### src/rtl/clk_divider_n.sv
// Runtime-programmable integer clock divider producing a near-50% o_clk and a rising-edge o_tick.
// Optional runtime ratio load via handshake when CLKDIV_RUNTIME_LOAD_EN is defined.
module clk_divider_n #(
    parameter int unsigned CNT_W       = 8,
    parameter int unsigned DEFAULT_DIV = 2
) (
    input  logic             clk,
    input  logic             rst,
    input  logic             ena,
    input  logic [CNT_W-1:0] div_in,
    input  logic             div_load,
    output logic             div_ack,
    output logic [CNT_W-1:0] div_cur,
    output logic             o_clk,
    output logic             o_tick
);

    localparam int unsigned      DIV_RST_I = (DEFAULT_DIV < 2) ? 2 : DEFAULT_DIV;
    localparam logic [CNT_W-1:0] DIV_RST   = CNT_W'(DIV_RST_I);
    localparam logic [CNT_W-1:0] CNT_RST   = CNT_W'(DIV_RST_I - 1);

    // Ratios below 2 cannot form a high and a low phase, so they are raised to 2.
    function automatic logic [CNT_W-1:0] clamp_div(input logic [CNT_W-1:0] v);
        return (v < CNT_W'(2)) ? CNT_W'(2) : v;
    endfunction

    logic [CNT_W-1:0] cnt_q, cnt_d;
    logic             clk_q, clk_d;
    logic             tick_q, tick_d;
    logic [CNT_W-1:0] div_use;
    logic [CNT_W-1:0] cnt_inc;
    logic [CNT_W:0]   half_len;
    logic             wrap;

    assign cnt_inc  = cnt_q + CNT_W'(1);
    assign half_len = ({1'b0, div_use} + (CNT_W+1)'(1)) >> 1;
    assign wrap     = (cnt_q == (div_use - CNT_W'(1)));

    // Period counter and output waveform
    always_comb begin
        cnt_d  = cnt_q;
        clk_d  = clk_q;
        tick_d = 1'b0;
        if (ena) begin
            if (wrap) begin
                cnt_d  = '0;
                clk_d  = 1'b1;
                tick_d = 1'b1;
            end else begin
                cnt_d = cnt_inc;
                clk_d = ({1'b0, cnt_inc} < half_len);
            end
        end
    end

    always_ff @(posedge clk or posedge rst) begin
        if (rst) begin
            cnt_q  <= CNT_RST;
            clk_q  <= 1'b0;
            tick_q <= 1'b0;
        end else begin
            cnt_q  <= cnt_d;
            clk_q  <= clk_d;
            tick_q <= tick_d;
        end
    end

    assign o_clk  = clk_q;
    assign o_tick = tick_q;

`ifdef CLKDIV_RUNTIME_LOAD_EN
    logic [CNT_W-1:0] div_q, div_d;
    logic [CNT_W-1:0] pval_q, pval_d;
    logic             pend_q, pend_d;
    logic             ack_q, ack_d;
    logic [CNT_W-1:0] div_in_cl;

    assign div_in_cl = clamp_div(div_in);

    // New ratio is only adopted on an enabled wrap so the running period is never cut
    always_comb begin
        div_d  = div_q;
        pval_d = pval_q;
        pend_d = pend_q;
        ack_d  = 1'b0;
        if (ena && wrap && (pend_q || div_load)) begin
            div_d  = div_load ? div_in_cl : pval_q;
            pend_d = 1'b0;
            ack_d  = 1'b1;
        end else if (div_load) begin
            pval_d = div_in_cl;
            pend_d = 1'b1;
        end
    end

    always_ff @(posedge clk or posedge rst) begin
        if (rst) begin
            div_q  <= DIV_RST;
            pval_q <= DIV_RST;
            pend_q <= 1'b0;
            ack_q  <= 1'b0;
        end else begin
            div_q  <= div_d;
            pval_q <= pval_d;
            pend_q <= pend_d;
            ack_q  <= ack_d;
        end
    end

    assign div_use = div_q;
    assign div_cur = div_q;
    assign div_ack = ack_q;
`else
    logic load_unused_c;

    assign load_unused_c = ^{div_in, div_load, clamp_div(div_in)};
    assign div_use       = DIV_RST;
    assign div_cur       = DIV_RST;
    assign div_ack       = 1'b0;
`endif

endmodule

### config.mk
export PLATFORM = sky130hd
export DESIGN_NAME = clk_divider_n
export DESIGN_NICKNAME = d
export VERILOG_FILES = /design/src/rtl/clk_divider_n.sv
export SDC_FILE = /design/constraint.sdc
export NUM_CORES = 1
export LEC_CHECK = 0
export CAP_MARGIN = 20
export CORE_UTILIZATION = 43
export CTS_CLUSTER_DIAMETER = 120
export CTS_CLUSTER_SIZE = 12
export DETAILED_ROUTE_END_ITERATION = 8
export PLACE_DENSITY = 0.75
export SYNTH_ARGS = -nofsm -noshare
export SYNTH_HDL_FRONTEND = slang
export SYNTH_SLANG_ARGS = --single-unit
### constraint.sdc
create_clock -name clk -period 1.7 [get_ports clk]
set_input_delay 0.425 -clock clk [delete_from_list [all_inputs] [get_ports clk]]
set_output_delay 0.425 -clock clk [all_outputs]
set_load 0.05 [all_outputs]
==> metrics.txt, run 1 <==
row cnt 13; hold slack 0.425 ns; FF-to-FF End o_clk; gpl congestion 0.813; CTS resizes 0; RSZ-0062 raised after global routing no; first-pass iteration count of the detailed router 4; die height 41.6 um; area leader, netlist dfrtp_1; register area share after synthesis 37.2%; multiplexer area fraction after synthesis 3.15%; footprint of the multi-input gates 347 sq um; CP arrival 1.77 ns; area delta synth->final 7.96%; Vias/cell 5.31; CTS clk-pin slew, worst paths 0.07 ns; Sink Count 10; setup TNS 0 ns; synthesized instance count 72; DP HPWL 843 um; fillcell total 123; Die W 41.6 um; Leak 0.362 nW; ant diodes 0; largest cells by area after synthesis dfrtp_1, buf_4, ha_1, xor2_1, dfstp_2; Seq cells post-synth 10; slowest CP cell dfstp_2; total global-route track usage 15.2%; Unique masters post-synth 30; Mapped Area 676 sq um; Most used DFF post-synth dfrtp_1; clock root buffer clkbuf_4; worst reg-to-reg setup slack 0.10 ns; Vias 494; Routed Antenna Nets 0; Slew Limit Fails 0; fmax 626 MHz; status finished, final reports clean; syn_area_per_cell 9.38 sq um; largest family of logic cells by synthesized area simple AND/OR/NAND/NOR gates; grt ovf 0; share of cells above drive strength 1 20.5%; nets 94; Async SR Flop Fraction 100%; initial core utilization 48.9%; antenna violations before repair 0; Critical Path Max Stage Delay 0.57 ns; max_cap viols 0; Warnings, synthesis 0; Setup Viol. Count Final 0; IO Pins 23; Data required, critical path 1.87 ns; FF+latch area 251 sq um; total CTS buffers 3; Synth Area in XOR/XNOR 7.78%; Die Area 1730 sq um; # hold bufs at CTS 0; Fin Clk Skew 0.00286 ns; worst r2r src cnt_q[0]; crit end category flop; Synth Area in Compound Gates 9.81%; Final Hold Viols 0; first-pass GRT wire length 1970 um; worst-path cell chain ha_1 > inv_1 > nor3_1 > nor3_1 > o41ai_2; Final Critical Period 1.60 ns; Routed WL 1150 um; # Post-CTS Setup Buffers 0; DRC violations left 0; H-tree levels 1; Synth Area in Adders 5.56%; Avg WL per Cell 12.4 um; vias in the first global route 443; core area 1380 sq um; synthesized-area fraction occupied by and/or/nand/nor cells 20.0%; largest net degree at the start of global routing 11; number of cells on the worst reg-to-reg path 5; Clock Path Buffers 2; VDD IR max 1020 uV; crit path max fanout 6; Clock Latency Late Sink 0.27 ns; period utilization 94.0%; port buffer count 4; DR iter-0 viols 5; Worst setup SP type flop; CTS tree done; P per Cell Area 1560 nW/um^2; HP Class input port to asynchronous set/reset pin; Post-synth EDFFs 0; worst setup path category flop to flop; top-area cell type share of the netlist area 33.3%; Critical Path Most Common Cell nor3_1
==> cell families (layout without fill, tap and decap cells) <==
group                    count (synthesis)  after routing
AND/OR/NAND/NOR                         26             26
buffers and inverters                   16             15
flip-flops                              10             10
AO/OA/AOI/OAI                            7              7
XOR/XNOR                                 6              6
adder cells (fa/ha/maj)                  3              3
other                                    2              9
multiplexers                             2              2
==> routing by layer <==
metal | global-route usage, % | share of wire, %
met3 | 5.22 | 5.9
met4 | 9.68 | 2.7
met2 | 21.3 | 44
met5 | 0 | 0
met1 | 19.7 | 48
==> worst max path at each step <==
stage | cells past startpoint | end | slack (ns) | startpoint
after floorplan | 5 | o_clk | 0.16 | cnt_q[0]
after global placement | 5 | o_clk | 0.13 | cnt_q[0]
after detailed placement | 5 | o_clk | 0.12 | cnt_q[0]
after CTS | 5 | o_clk | 0.09 | cnt_q[0]
after global routing | 5 | o_clk | 0.001 | cnt_q[0]
final | 5 | o_clk | 0.10 | cnt_q[0]
==> report_power, final <==
| group | switching, W | total [W] | internal [W] |
|---|---|---|---|
| clock | 0.0000859 | 0.000216 | 0.000130 |
| sequential | 0.000146 | 0.000469 | 0.000324 |
| combinational | 0.000247 | 0.000453 | 0.000207 |
| total | 0.000478 | 0.00114 | 0.000661 |
==> registers in the layout (all words and copies together), names as in the netlist <==
name,count
cnt_q,8
o_clk,1
o_tick,1
==> metrics by stage <==
step                      setup WS, ns  power (W)  std cells  cell area, sq um  util (%)
after floorplan                  0.157   0.000840         79               702         -
after global placement           0.132   0.000900         89               693      50.1
after detailed placement         0.115   0.000920         89               693      50.1
after CTS                       0.0927    0.00115         93               729      52.8
after global routing          0.000970    0.00122         93               729      52.8
final                            0.102    0.00114         93               729      52.8
==> layout make-up <==
| class | instances | share of cell area, % |
|---|---|---|
| well taps | 15 | 2.57 |
| repair buffers | 8 | 8.92 |
| flip-flops and latches | 10 | 34.5 |
| clock buffers | 4 | 4.97 |
| inverters | 3 | 1.54 |
| multi-input cells | 53 | 47.5 |
==> critical path, delay by kind of cell (launching register included) <==
| kind | cells | cell delay (ns) |
|---|---|---|
| AO/OA/AOI/OAI | 1 | 0.33 |
| adder cells (fa/ha/maj) | 1 | 0.27 |
| flip-flops | 1 | 0.57 |
| AND/OR/NAND/NOR | 2 | 0.27 |
| buffers and inverters | 1 | 0.06 |
==> placed cells by master (no fill, tap or decap) <==
master           n
o22ai_1          1
a211o_1          1
nor4_1           2
clkbuf_4         3
dfstp_2          1
and3_4           1
xnor2_1          2
a311oi_2         1
dfrtp_1          9
o21ai_0          1
a21o_2           1
and2_1           1
nor3_1           4
clkbuf_8         1
buf_4            6
mux2_2           1
nor2_1           6
inv_1            3
xor2_1           4
nand2b_1         1
nand4_1          2
conb_1           9
and4b_1          1
ha_1             3
a31oi_1          1
o41ai_2          1
nand3_1          3
clkdlybuf4s50_1  2
mux2i_1          1
nand2_1          5
==> cells in the mapped netlist (2+ instances only) <==
cell type,instances
nor2_1,6
xor2_1,4
dfrtp_1,9
buf_2,2
nor4_1,2
ha_1,3
xnor2_1,2
inv_1,3
nor3_1,4
nand3_1,3
conb_1,2
buf_4,9
nand4_1,2
nand2_1,5
Note: power is estimated with default switching activity, not from simulation.
==> inputs of run 2 (changes only) <==
- HOLD_SLACK_MARGIN: unset -> 0.08
==> results of run 2 <==
Final layout, timing and power as in run 1 (identical DEF).
